`config.mk`:
```
export PLATFORM = sky130hd
export DESIGN_NAME = subleq_sequencer_flat
export DESIGN_NICKNAME = d
export VERILOG_FILES = /design/src/rtl/subleq_mem_if.sv /design/src/rtl/subleq_sequencer.sv /design/src/flat_wrapper.sv
export SDC_FILE = /design/constraint.sdc
export NUM_CORES = 1
export LEC_CHECK = 0
export ABC_AREA = 1
export CORE_AREA = 2 2 85 87
export DETAILED_ROUTE_END_ITERATION = 12
export DIE_AREA = 0 0 87 89
export MAX_ROUTING_LAYER = met4
export PLACE_DENSITY_LB_ADDON = 0.2
export SYNTH_ARGS = -nofsm -noshare
export SYNTH_HDL_FRONTEND = slang
export SYNTH_SLANG_ARGS = --single-unit
```
`constraint.sdc`:
```
create_clock -name clk -period 4.1 [get_ports clk]
set_clock_uncertainty 0.15 [all_clocks]
set_input_delay 0.41 -clock clk [delete_from_list [all_inputs] [get_ports clk]]
set_output_delay 0.41 -clock clk [all_outputs]
set_load 0.01 [all_outputs]
```
`src/rtl/subleq_mem_if.sv`:
```
// Single-port RAM bus between the SUBLEQ sequencer (master) and the program RAM (slave).
interface subleq_mem_if #(
   parameter int P_ADDR = 8,
   parameter int P_DATA = 8
);
   logic              mem_rw;
   logic [P_ADDR-1:0] mem_addr;
   logic [P_DATA-1:0] mem_wdata;
   logic [P_DATA-1:0] mem_rdata;

   modport master (output mem_rw, output mem_addr, output mem_wdata, input mem_rdata);
   modport slave  (input mem_rw, input mem_addr, input mem_wdata, output mem_rdata);
endinterface

```
`src/rtl/subleq_sequencer.sv`:
```
// SUBLEQ execution engine: fetches (a, b, c), writes mem[b]-mem[a] back to b and
// branches to c on a non-positive result; c all-ones on a taken branch halts.
//
// state  | meaning
// IDLE   | waiting for start after reset
// FA     | address pc, RAM returns word a next cycle
// FB     | address pc+1, latch a
// FC     | address pc+2, latch b
// RA     | address a, latch c
// RB     | address b, latch mem[a] into va
// WR     | write mem[b]-va to b, update pc and icount
// HALTED | program ended, waiting for start
module subleq_sequencer #(
   parameter int P_ADDR  = 8,
   parameter int P_DATA  = 8,
   parameter int P_ENTRY = 0
) (
   input  logic              clk,
   input  logic              rst,
   input  logic              start,
   subleq_mem_if.master      bus,
   output logic              busy,
   output logic              halted,
   output logic [P_ADDR-1:0] pc,
   output logic [15:0]       icount
);

   localparam logic [P_ADDR-1:0] ENTRY = P_ADDR'(P_ENTRY);

   typedef enum logic [2:0] {
      S_IDLE, S_FA, S_FB, S_FC, S_RA, S_RB, S_WR, S_HALTED
   } state_t;

   state_t            state, state_nxt;
   logic [P_ADDR-1:0] a, b, c;
   logic [P_DATA-1:0] va;
   logic [P_DATA-1:0] r;
   logic              r_le0;

   // mem_rdata during WR is mem[b], requested while in RB
   assign r      = bus.mem_rdata - va;
   assign r_le0  = r[P_DATA-1] | (r == '0);
   assign busy   = (state != S_IDLE) && (state != S_HALTED);
   assign halted = (state == S_HALTED);

   always_ff @(posedge clk or posedge rst) begin
      if (rst) state <= S_IDLE;
      else     state <= state_nxt;
   end

   always_comb begin
      state_nxt     = state;
      bus.mem_rw    = 1'b0;
      bus.mem_addr  = '0;
      bus.mem_wdata = '0;
      case (state)
         S_IDLE, S_HALTED: if (start) state_nxt = S_FA;
         S_FA: begin
            bus.mem_addr = pc;
            state_nxt    = S_FB;
         end
         S_FB: begin
            bus.mem_addr = pc + P_ADDR'(1);
            state_nxt    = S_FC;
         end
         S_FC: begin
            bus.mem_addr = pc + P_ADDR'(2);
            state_nxt    = S_RA;
         end
         S_RA: begin
            bus.mem_addr = a;
            state_nxt    = S_RB;
         end
         S_RB: begin
            bus.mem_addr = b;
            state_nxt    = S_WR;
         end
         S_WR: begin
            bus.mem_rw    = 1'b1;
            bus.mem_addr  = b;
            bus.mem_wdata = r;
            state_nxt     = (r_le0 && (&c)) ? S_HALTED : S_FA;
         end
         default: state_nxt = S_IDLE;
      endcase
   end

   always_ff @(posedge clk or posedge rst) begin
      if (rst) begin
         pc     <= ENTRY;
         icount <= '0;
         a      <= '0;
         b      <= '0;
         c      <= '0;
         va     <= '0;
      end else begin
         case (state)
            S_IDLE, S_HALTED: begin
               if (start) begin
                  pc     <= ENTRY;
                  icount <= '0;
               end
            end
            S_FB: a  <= bus.mem_rdata[P_ADDR-1:0];
            S_FC: b  <= bus.mem_rdata[P_ADDR-1:0];
            S_RA: c  <= bus.mem_rdata[P_ADDR-1:0];
            S_RB: va <= bus.mem_rdata;
            S_WR: begin
               if (icount != 16'hFFFF) icount <= icount + 16'd1;
               pc <= r_le0 ? c : pc + P_ADDR'(3);
            end
            default: ;
         endcase
      end
   end

endmodule

```
`src/flat_wrapper.sv`:
```
// flat-port wrapper written by rule: the top's interface ports become plain ports
module subleq_sequencer_flat 
#(
   parameter int P_ADDR  = 8,
   parameter int P_DATA  = 8,
   parameter int P_ENTRY = 0
)
  (clk, rst, start, busy, halted, pc, icount, bus_mem_rw, bus_mem_addr, bus_mem_wdata, bus_mem_rdata);
  subleq_mem_if #(.P_ADDR(P_ADDR), .P_DATA(P_DATA)) bus_i ();
  input  logic clk;
  input  logic rst;
  input  logic start;
  output logic busy;
  output logic halted;
  output logic [P_ADDR-1:0] pc;
  output logic [15:0] icount;
  output wire logic [$bits(bus_i.mem_rw)-1:0] bus_mem_rw;
  output wire logic [$bits(bus_i.mem_addr)-1:0] bus_mem_addr;
  output wire logic [$bits(bus_i.mem_wdata)-1:0] bus_mem_wdata;
  input wire logic [$bits(bus_i.mem_rdata)-1:0] bus_mem_rdata;
  assign bus_mem_rw = bus_i.mem_rw;
  assign bus_mem_addr = bus_i.mem_addr;
  assign bus_mem_wdata = bus_i.mem_wdata;
  assign bus_i.mem_rdata = bus_mem_rdata;
  subleq_sequencer #(.P_ADDR(P_ADDR), .P_DATA(P_DATA), .P_ENTRY(P_ENTRY)) u_core (.clk(clk), .rst(rst), .start(start), .bus(bus_i), .busy(busy), .halted(halted), .pc(pc), .icount(icount));
endmodule
```
==> results of run 1 <==
## report_power, final
group / switching [mW] / internal (mW) / total, mW
Sequential: 0.187 / 0.792 / 0.979
Combinational: 0.944 / 0.617 / 1.56
Clock: 0.252 / 0.347 / 0.599
Total: 1.38 / 1.76 / 3.14
## state kept, by name, indices dropped and copies added (netlist names)
register       count
u_core.state       3
u_core.va          8
u_core.c           8
u_core.pc          8
u_core.icount     16
u_core.b           8
u_core.a           8
## worst max-delay path: cells and delay by family, from the launching register on
kind | cells | cell delay [ns]
buf+inv | 1 | 0.57
flops | 1 | 0.51
simple gates | 3 | 1.10
compound gates | 2 | 0.26
## path summary, 6_finish.rpt
path / startpoint / end / slack [ns] / cells past startpoint
worst max-delay path: u_core.state[2]$_DFFE_PP0P_ / bus_mem_addr[3] / 0.76 / 6
worst min-delay path: rst / u_core.icount[10]$_DFFE_PP0P_ / 0.27 / 2
worst max register to register: u_core.va[0]$_DFFE_PP0P_ / u_core.pc[1]$_DFFE_PP0P_ / 1.79 / 13
worst min register to register: u_core.b[7]$_DFFE_PP0P_ / u_core.b[7]$_DFFE_PP0P_ / 0.34 / 2
max in group asynchronous: rst / u_core.state[1]$_DFFE_PP0P_ / 2.70 / 3
min in group clk: u_core.b[7]$_DFFE_PP0P_ / u_core.b[7]$_DFFE_PP0P_ / 0.34 / 2
## cells by family (layout without fill, tap and decap cells)
family                   Yosys count  count (layout)
buffers and inverters             77             138
adder cells (fa/ha/maj)           14              14
flip-flops                        59              59
XOR/XNOR                          16              16
AND/OR/NAND/NOR                  244             244
AO/OA/AOI/OAI                     83              83
## layout make-up
type	instances	area [um2]
clock inverters	7	100
multi-input cells	357	1890
fillers	562	2220
inverters	65	244
repair buffers	57	561
clock buffers	9	124
flip-flops and latches	59	1480
well taps	80	100
## cells in the mapped netlist (4+ instances only)
cell type,count,area [um2]
nand3_1,39,195
ha_1,13,163
nand2_1,141,529
buf_2,4,20.0
a21oi_1,11,55.1
clkbuf_1,4,15.0
o21ai_1,7,35.0
xor2_1,15,131
dfrtp_1,59,1480
inv_1,62,233
o21ai_0,41,205
nor2_1,29,109
nor3_1,7,35.0
a22oi_1,9,67.6
nand4_1,10,62.6
## metal layers
layer | wire (um) | up-vias | track usage, %
met5 | 0 | - | -
met4 | 143 | 0 | 8.52
met3 | 533 | 13 | 6.28
met2 | 4160 | 116 | 38.2
met1 | 4430 | 1630 | 36.6
li1 | - | 1730 | -
## cell usage in the layout (no fill, tap or decap), types with 7 or more instances in the layout
| cell | synthesis | layout |
|---|---|---|
| inv_1 | 62 | 61 |
| ha_1 | 13 | 13 |
| clkbuf_8 | 0 | 9 |
| nor2_1 | 29 | 29 |
| nor3_1 | 7 | 7 |
| o21ai_0 | 41 | 41 |
| nand3_1 | 39 | 39 |
| clkdlybuf4s50_1 | 0 | 53 |
| a21oi_1 | 11 | 11 |
| nand4_1 | 10 | 10 |
| nand2_1 | 141 | 141 |
| xor2_1 | 15 | 15 |
| o21ai_1 | 7 | 7 |
| dfrtp_1 | 59 | 59 |
| a22oi_1 | 9 | 9 |
==> qor.tcl, run 1 <==
set qor(asyncSetResetFlopFracSynth_pct) 100
set qor(postCtsSetupRepairBufs) 0
set qor(synth_simple_gate_area_share_pct) 29.6
set qor(run_status) {finished clean}
set qor(cts-buffers-inserted) 9
set qor(drt_first_pass_iters) 4
set qor(fp.dieArea_um2) 7740
set qor(root_buffer) {clkbuf_8}
set qor(layout-area-overhead-vs-synth_pct) 22.1
set qor(drc) 0
set qor(post_synth_num_cell_types) 41
set qor(cp_cell_sequence) {nor3_2 -> nand2_1 -> nand3_1 -> a22oi_1 -> o21ai_0 -> clkdlybuf4s50_1}
set qor(timing.critical_path.fanout_max) 13
set qor(worst_ep_arrival_time_ns) 2.78
set qor(timing.critical_path.from_type) {register}
set qor(grt_first_pass_wirelength_mm) 15.2
set qor(setup_viol_count_final) 0
set qor(final_max_slew_viol_count) 0
set qor(synthCells) 493
set qor(final_worst_setup_slack_ns) 0.759
set qor(cts.repair.resized) 0
set qor(synth-seq-area-share_pct) 40.1
set qor(avgSynthCellArea_um2) 7.47
set qor(cp.required_ns) 3.54
set qor(final_min_period_over_clock_period_pct) 81.5
set qor(clock_path_buffers) 2
set qor(power-per-cell-area_nw_per_um2) 698
set qor(synth_mux_area_share_pct) 0
set qor(drv.max_cap_violation_count) 0
set qor(syn-num-nets) 518
set qor(timing.setup.tns_ns) 0
set qor(synth_seq_cells) 59
set qor(leakagePower_nw) 2.07
set qor(synth_enable_flop_cells) 0
set qor(drt_first_iter_violations) 262
set qor(vias) 3489
set qor(ir_drop_worst_case_vdd_v) 0.000391
set qor(globalRoute.totalOverflow) 0
set qor(fp.dieW_um) 87
set qor(synth-compound-area-share_pct) 13.0
set qor(worst_skew_pair.late_latency_ns) 0.34
set qor(vias_per_cell) 5.50
set qor(synth_top_family_by_area) {simple AND/OR/NAND/NOR gates}
set qor(postPlaceCellArea_um2) 4280
set qor(number_of_port_buffers) 53
set qor(postCtsHoldBufs) 0
set qor(grt_antenna_before_repair) 0
set qor(critPathKind) {reg2out}
set qor(start_util_pct) 54.8
set qor(wl_mm) 9.27
set qor(worstHoldPathType) {in2async}
set qor(ant_nets) 0
set qor(core.rowCount) 30
set qor(via_count_of_the_first_global_routing_pass) 3145
set qor(grt_setup_unrepaired) {no}
set qor(clock_tree_from_tritoncts) {done}
set qor(clkSinkCount) 59
set qor(dominantRegCellSynth) {dfrtp_1}
set qor(slowest_stage) {nor3_2}
set qor(dp.cells) 618
set qor(cts-htree-levels) 3
set qor(synthesis.area_um2) 3680
set qor(floorplan.die.height_um) 89
set qor(slew_headroom_pct) 50.1
set qor(cp-end-kind) {output pin}
set qor(final_number_of_hold_violating_endpoints) 0
set qor(grt_start_max_net_pins) 36
set qor(worstMarginPinSlew_ns) 0.744
set qor(hold_slack_ns) 0.268
set qor(synth-adder-area-share_pct) 4.96
set qor(fin_util_pct) 67.0
set qor(num_io_pins) 54
set qor(post-layout-total-power_mw) 3.14
set qor(final_layout_size_suffix_gt1_share_pct) 7.04
set qor(gp_congestion) 1.02
set qor(drt-wirelength-per-cell_um) 14.6
set qor(finalWorstPathRequiredPeriod_ns) 3.34
set qor(sum_of_net_half_perimeters_after_detailed_placement_mm) 6.87
set qor(synth.yosys.warnings) 0
set qor(final_cell_area_um2) 4500
set qor(fmax_achieved_mhz) 299
set qor(post-place-ws_ns) 0.865
set qor(net_total_in_the_final_layout) 574
set qor(clkTransAtPathRegs_ns) 0.07
set qor(finalNonFillerCells) 634
set qor(core_um2) 6720
set qor(total_global_routing_track_utilization_pct) 26.4
set qor(slowest_delay_ns) 0.68
set qor(antenna-diode-count) 0
set qor(post_synth_xor_area_fraction_pct) 3.80
(Power assumes the default switching activity.)
==> inputs of run 2 (changes only) <==
--- a/config.mk
+++ b/config.mk
@@ -6,9 +6,9 @@
 export NUM_CORES = 1
 export LEC_CHECK = 0
 export ABC_AREA = 1
-export CORE_AREA = 2 2 85 87
+export CORE_AREA = 2 2 89 91
 export DETAILED_ROUTE_END_ITERATION = 12
-export DIE_AREA = 0 0 87 89
+export DIE_AREA = 0 0 91 93
 export MAX_ROUTING_LAYER = met4
 export PLACE_DENSITY_LB_ADDON = 0.2
 export SYNTH_ARGS = -nofsm -noshare
==> constraint.sdc (replaced) <==
create_clock -name clk -period 2.89 [get_ports clk]
set_clock_uncertainty 0.15 [all_clocks]
set_input_delay 0.289 -clock clk [delete_from_list [all_inputs] [get_ports clk]]
set_output_delay 0.289 -clock clk [all_outputs]
set_load 0.01 [all_outputs]
==> run 2 against run 1 <==
  * Flip-flop and latch count stayed put
  * Sequential power is 42% higher
  * Final cell count is 4.9% higher
  * Wire length is 2.8% higher
  * Non-clock buffer count is 10 higher
  * Critical path depth is 6 higher
  * First-iteration DRC count is 7.3% lower
  * Setup slack worse by 0.62 ns
  * Total power is 44% higher
  * Sequential share of layout area is 0.79 points lower
  * Clock-buffer cell count is 1 higher
  * Via count is 1.7% higher
  * Largest cell class unchanged
  * Largest power group unchanged
==> qor.tcl, run 2 (synthesis gave the netlist of run 1 again) <==
set qor(fp.dieArea_um2) 8460 ;# +9.3%
set qor(final_number_of_hold_violating_endpoints) 0 ;# unchanged
set qor(clock_tree_from_tritoncts) {done}
set qor(finalWorstPathRequiredPeriod_ns) 2.75
set qor(cp-end-kind) {output pin}
set qor(wl_mm) 9.53 ;# +2.8%
set qor(drt-wirelength-per-cell_um) 14.3 ;# -2.0%
set qor(critPathKind) {in2out}
set qor(timing.critical_path.from_type) {primary input}
set qor(fp.dieW_um) 91 ;# +4.6%
set qor(seq_area_um2) 1480 ;# +0.17%
set qor(gp_congestion) 0.958 ;# -5.9%
set qor(timing.setup.tns_ns) 0 ;# unchanged
set qor(grt_setup_unrepaired) {no}
set qor(ir_drop_worst_case_vdd_v) 0.000590 ;# +51%
set qor(met3_usage_pct) 5.08 ;# -1.2 points
set qor(grt-busiest-layer) {met2}
set qor(flip_flop_count_of_the_largest_register_all_copies_and_words_added) 16 ;# unchanged
set qor(root_buffer) {clkbuf_8}
set qor(slew_headroom_pct) 70.7 ;# +21 points
set qor(start_util_pct) 48.9 ;# -5.9 points
set qor(hold_slack_ns) 0.00929 ;# -0.258 ns
set qor(ant_nets) 0 ;# unchanged
set qor(multi_input_comb_area_um2) 1910 ;# +0.92%
set qor(gr-usage-met1_pct) 32.2 ;# -4.3 points
set qor(fmax_achieved_mhz) 363
set qor(core.rowCount) 32 ;# +6.7%
set qor(number_of_port_buffers) 53 ;# unchanged
set qor(worst_ep_arrival_time_ns) 2.31 ;# -0.47 ns
set qor(leakagePower_nw) 2.15 ;# +3.7%
set qor(layout-area-overhead-vs-synth_pct) 25.4
set qor(clkTransAtPathRegs_ns) 0.07 ;# about the same
set qor(drt_first_iter_violations) 243 ;# -7.3%
set qor(cp.required_ns) 2.45 ;# -1.09 ns
set qor(net_total_in_the_final_layout) 584 ;# +1.7%
set qor(worstMarginPinSlew_ns) 0.439 ;# -0.305 ns
set qor(globalRoute.totalOverflow) 0 ;# unchanged
set qor(drt_first_pass_iters) 5 ;# +1
set qor(num_io_pins) 54 ;# unchanged
set qor(max_flop_register) {u_core.icount}
set qor(total_global_routing_track_utilization_pct) 24.3 ;# -2.1 points
set qor(final_max_slew_viol_count) 0 ;# unchanged
set qor(vias) 3548 ;# +1.7%
set qor(run_status) {finished clean}
set qor(grt_start_max_net_pins) 28 ;# -22%
set qor(postCtsSetupRepairBufs) 0 ;# unchanged
set qor(cts-buffers-inserted) 9 ;# unchanged
set qor(setup_viol_count_final) 0 ;# unchanged
set qor(postCtsHoldBufs) 0 ;# unchanged
set qor(drc) 0 ;# unchanged
set qor(grt_use_met2_pct) 38.5 ;# +0.22 points
set qor(final_min_period_over_clock_period_pct) 95.2
set qor(cts-htree-levels) 3 ;# unchanged
set qor(layout_commonest_cell) {nand2_1}
set qor(sum_of_net_half_perimeters_after_detailed_placement_mm) 7.22 ;# +5.1%
set qor(drv.max_cap_violation_count) 0 ;# unchanged
set qor(final_cell_mix) {141 x nand2_1, 61 x inv_1, 57 x dfrtp_1}
set qor(clkSinkCount) 59 ;# unchanged
set qor(vias_per_cell) 5.34 ;# -3.0%
set qor(clock_path_buffers) 2 ;# unchanged
set qor(core_um2) 7530 ;# +12%
set qor(worst_skew_pair.late_latency_ns) 0.34 ;# about the same
set qor(grt_antenna_before_repair) 0 ;# unchanged
set qor(antenna-diode-count) 0 ;# unchanged
set qor(grt_first_pass_wirelength_mm) 15.8 ;# +4.0%
set qor(fillerInstances) 710 ;# +26%
set qor(floorplan.die.height_um) 93 ;# +4.5%
set qor(timing.critical_path.fanout_max) 6 ;# -7
set qor(power-per-cell-area_nw_per_um2) 979 ;# +40%
set qor(via_count_of_the_first_global_routing_pass) 3215 ;# +2.2%
set qor(worstHoldPathType) {in2async}
set qor(final_layout_size_suffix_gt1_share_pct) 9.59 ;# +2.6 points
## run 2: cell types whose count changed in the layout (fill, tap and decap cells not counted), sizes merged
cell | previous run | this run
buf | 4 | 14
clkinv | 3 | 2
clkinvlp | 0 | 1
clkdlybuf4s50 | 53 | 51
dlymetal6s2s | 0 | 2
inv | 67 | 65
clkbuf | 9 | 10
## run 2: worst paths after layout
kind / from / end / slack (ns) / cells after the start
max: bus_mem_rdata[2] / bus_mem_wdata[7] / 0.14 / 12
min: rst / u_core.icount[10]$_DFFE_PP0P_ / 0.009 / 2
max reg2reg: u_core.va[0]$_DFFE_PP0P_ / u_core.pc[5]$_DFFE_PP0P_ / 0.54 / 13
min reg2reg: u_core.b[0]$_DFFE_PP0P_ / u_core.b[0]$_DFFE_PP0P_ / 0.34 / 2
max in group asynchronous: rst / u_core.state[2]$_DFFE_PP0P_ / 1.96 / 3
min in group clk: u_core.b[0]$_DFFE_PP0P_ / u_core.b[0]$_DFFE_PP0P_ / 0.34 / 2
## run 2: stage by stage
step | instances | total power, mW | cell area [um2] | utilization (%) | setup slack [ns]
floorplan | 493 | 2.84 | 3680 | - | 0.816
global placement | 650 | 3.59 | 4380 | 58.2 | 0.0895
detailed placement | 650 | 3.65 | 4380 | 58.2 | 0.0821
CTS | 665 | 4.50 | 4590 | 61.0 | 0.0185
global route | 665 | 4.90 | 4620 | 61.4 | 0.00972
finish | 665 | 4.52 | 4620 | 61.4 | 0.139
## run 2: what timing repair did
action / CTS / global route
gates resized for setup: 0 / 9
endpoints found under the hold margin: 0 / 0
setup endpoints to repair: 0 / 8
## run 2: final cells by class
type,count,share of cell area (%)
clock inverters,5,1.68
multi-input cells,357,41.4
flip-flops and latches,59,32.0
clock buffers,10,2.98
repair buffers,67,13.9
inverters,65,5.28
well taps,102,2.76
## run 2: critical path, cell delays in order
cell and delay (ns):
clkdlybuf4s50_1 0.52, ha_2 0.33, nand2_1 0.08, nand2_1 0.06
inv_1 0.07, nand2_1 0.08, nand2_1 0.08, nand2_1 0.06
nand2_1 0.07, nand2_2 0.05, nor2_1 0.08, clkdlybuf4s50_1 0.54
## run 2: metal layers
layer  routed length (um)  up-vias
met4                   71        0
met5                    0        -
met1                 4340     1669
met2                 4600      119
met3                  518        8
li1                     -     1752
## run 2: where the power goes
part / switching [mW] / internal (mW) / total [mW]
Combinational: 1.37 / 0.933 / 2.30
Sequential: 0.263 / 1.13 / 1.39
Clock: 0.331 / 0.501 / 0.832
Total: 1.96 / 2.56 / 4.52
==> inputs of run 3 (changes only) <==
--- a/config.mk
+++ b/config.mk
@@ -6,9 +6,9 @@
 export NUM_CORES = 1
 export LEC_CHECK = 0
 export ABC_AREA = 1
-export CORE_AREA = 2 2 89 91
+export CORE_AREA = 2 2 94 87
 export DETAILED_ROUTE_END_ITERATION = 12
-export DIE_AREA = 0 0 91 93
+export DIE_AREA = 0 0 96 89
 export MAX_ROUTING_LAYER = met4
 export PLACE_DENSITY_LB_ADDON = 0.2
 export SYNTH_ARGS = -nofsm -noshare
==> run 3 against run 2 <==
  * Final cell count decreased by 0.60%
  * Flip-flop and latch count is the same
  * Setup slack lost 0.062 ns
  * Maximum frequency down 2.2%
  * Die area up 0.96%
  * Sequential share of layout area down 0.17 points
  * Combinational power rose by 2%
  * Critical path type is now reg2out
  * Largest power group unchanged
  * Highest routed layer unchanged
==> qor.tcl, run 3 (synthesis gave the netlist of run 1 again) <==
set qor(finalWorstPathRequiredPeriod_ns) 2.81 ;# +0.0615 ns
set qor(worst_ep_arrival_time_ns) 2.37 ;# +0.06 ns
set qor(grt_first_pass_wirelength_mm) 16.0 ;# +1.5%
set qor(sum_of_net_half_perimeters_after_detailed_placement_mm) 7.36 ;# +1.9%
set qor(worst_skew_pair.late_latency_ns) 0.34 ;# about the same
set qor(num_io_pins) 54 ;# unchanged
set qor(drv.max_cap_violation_count) 0 ;# unchanged
set qor(dp.cells) 645 ;# -0.77%
set qor(final_layout_size_suffix_gt1_share_pct) 9.91 ;# +0.32 points
set qor(cp-end-kind) {output pin}
set qor(drc) 0 ;# unchanged
set qor(postPlaceCellArea_um2) 4390 ;# +0.29%
set qor(root_buffer) {clkbuf_8}
set qor(multi_input_comb_area_um2) 1930 ;# +0.92%
set qor(final_max_slew_viol_count) 0 ;# unchanged
set qor(fillerInstances) 679 ;# -4.4%
set qor(final_cell_mix) {140 x nand2_1, 61 x inv_1, 58 x dfrtp_1}
set qor(wl_met3_um) 506 ;# -2.3%
set qor(grt_antenna_before_repair) 0 ;# unchanged
set qor(route.layer.met1.wl_mm) 4.55 ;# +4.9%
set qor(flip_flop_count_of_the_largest_register_all_copies_and_words_added) 16 ;# unchanged
set qor(via_count_of_the_first_global_routing_pass) 3281 ;# +2.1%
set qor(hold_slack_ns) 0.0625 ;# +0.0533 ns
set qor(globalRoute.totalOverflow) 0 ;# unchanged
set qor(slew_headroom_pct) 72.0 ;# +1.3 points
set qor(total_global_routing_track_utilization_pct) 25.3 ;# +1.0 points
set qor(setup_viol_count_final) 0 ;# unchanged
set qor(gp_congestion) 0.913 ;# -4.7%
set qor(critPathKind) {reg2out}
set qor(post-place-ws_ns) 0.0677 ;# -0.0144 ns
set qor(worstMarginPinSlew_ns) 0.419 ;# -0.0191 ns
set qor(worstHoldPathType) {in2async}
set qor(clock_path_buffers) 2 ;# unchanged
set qor(post-layout-total-power_mw) 4.51 ;# -0.34%
set qor(start_util_pct) 49.3 ;# +0.38 points
set qor(clkTransAtPathRegs_ns) 0.07 ;# about the same
set qor(cp_cell_sequence) {nor3_4 -> buf_4 -> a21oi_1 -> o311ai_1 -> clkdlybuf4s50_1}
set qor(final_worst_setup_slack_ns) 0.0771 ;# -0.0615 ns
set qor(top_layer_used) {met4}
set qor(final_min_period_over_clock_period_pct) 97.3 ;# +2.1 points
set qor(grt_setup_unrepaired) {no}
set qor(finalNonFillerCells) 661 ;# -0.60%
set qor(final_cell_area_um2) 4640 ;# +0.43%
set qor(wl_met2_mm) 4.50 ;# -2.1%
set qor(layout_commonest_cell) {nand2_1}
set qor(cts-buffers-inserted) 9 ;# unchanged
set qor(layout-area-overhead-vs-synth_pct) 25.9
set qor(cp.required_ns) 2.45 ;# about the same
set qor(drt_first_iter_violations) 160 ;# -34%
set qor(number_of_port_buffers) 53 ;# unchanged
set qor(wl_mm) 9.72 ;# +2.0%
set qor(timing.critical_path.fanout_max) 9 ;# +3
set qor(core.rowCount) 30 ;# -6.3%
set qor(final_number_of_hold_violating_endpoints) 0 ;# unchanged
set qor(cp_num_buf_inv) 2 ;# -1
set qor(slowest_stage) {clkdlybuf4s50_1}
set qor(vias) 3539 ;# -0.25%
set qor(seq_area_um2) 1480 ;# about the same
set qor(antenna-diode-count) 0 ;# unchanged
set qor(core_um2) 7470 ;# -0.76%
set qor(drt-wirelength-per-cell_um) 14.7 ;# +2.6%
set qor(clock_tree_from_tritoncts) {done}
set qor(vias_per_cell) 5.35 ;# +0.35%
set qor(fin_util_pct) 62.1 ;# +0.74 points
set qor(power-per-cell-area_nw_per_um2) 972 ;# -0.77%
set qor(timing.critical_path.from_type) {register}
set qor(drt_first_pass_iters) 5 ;# unchanged
set qor(net_total_in_the_final_layout) 585 ;# +0.17%
set qor(floorplan.die.height_um) 89 ;# -4.3%
set qor(fp.dieW_um) 96 ;# +5.5%
set qor(fmax_achieved_mhz) 355 ;# -2.2%
set qor(max_flop_register) {u_core.icount}
set qor(clkSinkCount) 59 ;# unchanged
set qor(cts-htree-levels) 3 ;# unchanged
set qor(fp.dieArea_um2) 8540 ;# +0.96%
set qor(cpLargestDelayFamily) {buffers and inverters}
set qor(timing.setup.tns_ns) 0 ;# unchanged
set qor(ant_nets) 0 ;# unchanged
set qor(grt_start_max_net_pins) 48 ;# +71%
set qor(leakagePower_nw) 2.18 ;# +1.4%
set qor(run_status) {finished clean}
set qor(slowest_delay_ns) 0.61 ;# +0.07 ns
set qor(ir_drop_worst_case_vdd_v) 0.000602 ;# +2.1%
## run 3: worst paths after layout
| check | from | endpoint | slack, ns | cells after the start |
|---|---|---|---|---|
| min in group clk | u_core.a[7]$_DFFE_PP0P_ | u_core.a[7]$_DFFE_PP0P_ | 0.34 | 2 |
| setup / recovery | u_core.state[2]$_DFFE_PP0P_ | bus_mem_addr[7] | 0.08 | 5 |
| setup reg to reg | u_core.va[0]$_DFFE_PP0P_ | u_core.state[2]$_DFFE_PP0P_ | 0.61 | 12 |
| hold reg to reg | u_core.a[7]$_DFFE_PP0P_ | u_core.a[7]$_DFFE_PP0P_ | 0.34 | 2 |
| hold / removal | rst | u_core.icount[10]$_DFFE_PP0P_ | 0.06 | 2 |
| max in group asynchronous | rst | u_core.state[0]$_DFFE_PP0P_ | 1.96 | 3 |
## run 3: repair_timing
item	4_1_cts	5_1_grt
hold buffers	0	0
buffers inserted	0	0
setup endpoints to repair	0	9
gates resized for setup	0	11
## run 3: layout make-up
type | count | area share, %
clock buffers | 12 | 3.35
clock inverters | 4 | 1.05
inverters | 65 | 5.26
multi-input cells | 357 | 41.6
flip-flops and latches | 59 | 31.9
well taps | 96 | 2.59
repair buffers | 68 | 14.3
## run 3: worst register-to-register path: stages (launching register included)
cell     delay, ns
dfrtp_1       0.40
ha_1          0.18
inv_1         0.06
fa_1          0.41
inv_1         0.08
nand2_1       0.05
nor2_1        0.11
nand3_1       0.10
nor2_2        0.14
nand3_4       0.16
nand2_4       0.14
nand2_1       0.13
nand4_1       0.10
## run 3: routing by layer
| layer | up-vias | global-route usage (%) |
|---|---|---|
| met4 | 0 | 8.05 |
| met5 | - | - |
| met3 | 19 | 4.38 |
| met1 | 1651 | 34.4 |
| li1 | 1753 | - |
| met2 | 116 | 38.8 |
## run 3: report_power, final
part	leakage (nW)	switching [mW]	internal (mW)
logic	1.31	1.38	0.970
registers	0.759	0.252	1.12
clock network	0.106	0.334	0.444
==> RTL edit, RTL diff (flow settings as in run 2) <==
Register the input `start` before use. The logic sees it one clock later. The other inputs are not delayed to match.
--- a/src/rtl/subleq_sequencer.sv
+++ b/src/rtl/subleq_sequencer.sv
@@ -31,6 +31,12 @@
       S_IDLE, S_FA, S_FB, S_FC, S_RA, S_RB, S_WR, S_HALTED
    } state_t;
 
+   logic start_q;
+
+   always_ff @(posedge clk) begin
+      start_q <= start;
+   end
+
    state_t            state, state_nxt;
    logic [P_ADDR-1:0] a, b, c;
    logic [P_DATA-1:0] va;
@@ -54,7 +60,7 @@
       bus.mem_addr  = '0;
       bus.mem_wdata = '0;
       case (state)
-         S_IDLE, S_HALTED: if (start) state_nxt = S_FA;
+         S_IDLE, S_HALTED: if (start_q) state_nxt = S_FA;
          S_FA: begin
             bus.mem_addr = pc;
             state_nxt    = S_FB;
@@ -96,7 +102,7 @@
       end else begin
          case (state)
             S_IDLE, S_HALTED: begin
-               if (start) begin
+               if (start_q) begin
                   pc     <= ENTRY;
                   icount <= '0;
                end
Check against the original RTL: not equivalent (a bounded check fails within 4 cycles, from zero or initial values and one cycle with rst high).
==> RTL edit against run 2 <==
- synthesized area up 0.44%
- sequential cell count up 1
- wire length down 1.1%
- non-clock buffer count down 4
- die area unchanged
- setup slack worse by 0.015 ns
- maximum frequency down 0.55%
- cell area down 0.62%
- global-route usage down 0.40 points
- total power down 6.7%
- clock power down 21%
- final cell count up 1.4%
- first-iteration DRC count up 4.5%
==> RTL edit: results <==
[critical_path]
cp_slowest_cell = clkdlybuf4s50_1
crit_fanout = 18
crit_family = buffers and inverters
crit_arrival_ns = 2.33
cpPeakStageDelay_ns = 0.50
r2r_slack_ns = 0.63

[clocking]
root_buffer = clkbuf_8
htree_levels = 3
cts.path.max_buffers = 2
numCtsBuffers = 9
cts_setup_buffers = 0
clk_pin_slew_ns = 0.08

[job]
cap_violations = 0

[logic_synthesis]
ys_types = 38
seq_area_frac_synth_pct = 40.4
async_flop_share_pct = 98.3
synth.top_cells.by_count = 142 x nand2_1, 69 x inv_1, 59 x dfrtp_1
syn-num-nets = 529
synth-compound-area-share_pct = 12.5
synth_ff_type = dfrtp_1
synth-adder-area-share_pct = 4.94
yosys_warnings = 0
synth-xor-area-share_pct = 3.08
muxShareOfSynthArea_pct = 0
synth_area_leaders = dfrtp_1 40%, nand2_1 14%, inv_1 7.0%
syn_inst = 504

[routing]
via_per_inst = 5.23
first_pass_iters = 5
drt_iter0_drc = 254
drt-total-wl_um = 9420
num_vias = 3528

[placed_design]
place_area_um2 = 4390
place_hpwl_um = 6980
place_congestion = 0.940
io_buffers = 53
dpl.cell_count = 658

[finish]
drive_above_1_share_pct = 8.92
largest_reg_flops = 16
final_nets = 592
antenna_cells = 0
top_register = u_core.icount
synthToLayoutAreaGrowth_pct = 24.0
fillers = 732

[grt]
met3_usage_pct = 4.19
grt_use_total_pct = 23.9
grt_first_pass_wirelength_um = 15700
antenna_found_initial = 0
globalRouteMet1Util_pct = 31.2
grt_pass1_vias = 3204
use_met2_pct = 38.0
grt_max_degree = 60

[pwr]
peakVddDrop_uv = 449
p_seq_mw = 1.38
power.internal_mw = 2.31
pg_comb_mw = 2.19
leakage_nw = 2.17

[worst_hold_path]
hold_path_class = input pin to asynchronous set/reset pin

[sta]
slew_headroom_pct = 71.4
whs_ns = 0.180

[status]
status = complete, no violations
[RTL edit: cell types whose count changed in the layout (fill, tap and decap cells not counted), moves of 4 or more]
cell     before  now
nor2_1       27   35
inv_1        61   68
nand2_2       1    7
buf_4        14    9
a22oi_1       9    5
nor2_2        4    0
o21ai_0      41   45
[RTL edit: cells by family after synthesis]
| logic type | count (synthesis) |
|---|---|
| fa+ha+maj | 14 |
| compound gates | 80 |
| flops | 60 |
| buf+inv | 83 |
| xor+xnor | 13 |
| simple gates | 254 |
[RTL edit: final cells by class]
class | count | share of cell area (%)
flip-flops and latches | 60 | 32.6
repair buffers | 63 | 13.6
well taps | 102 | 2.78
multi-input cells | 361 | 41.4
clock buffers | 9 | 2.70
inverters | 72 | 5.94
clock inverters | 7 | 0.954
[RTL edit: metal layers]
metal  vias up  part of all wire [%]
met5         -                     0
met4         0                   1.4
met3        11                   4.4
met2        81                    49
met1      1675                    46
li1       1761                     -
[RTL edit: path summary, 6_finish.rpt]
check	startpoint	endpoint	cells past startpoint
setup / recovery	u_core.state[2]	bus_mem_addr[5]	7
hold / removal	rst	u_core.pc[4]	3
setup reg to reg	u_core.va[0]	u_core.pc[2]	13
hold reg to reg	u_core.b[5]	u_core.b[5]	2
max in group asynchronous	rst	u_core.b[4]	3
min in group clk	start	u_core.start_q	1
[RTL edit: stage by stage]
stage               total power, mW  worst slack (ns)
detailed placement             3.54            0.0771
global route                   4.59           0.00629
finish                         4.22             0.123
CTS                            4.21           0.00752
floorplan                      2.76             0.764
global placement               3.50             0.119
[RTL edit: repair_timing]
action,4_1_cts,5_1_grt
setup endpoints to repair,6,10
gates resized for setup,1,8
hold buffers,0,0
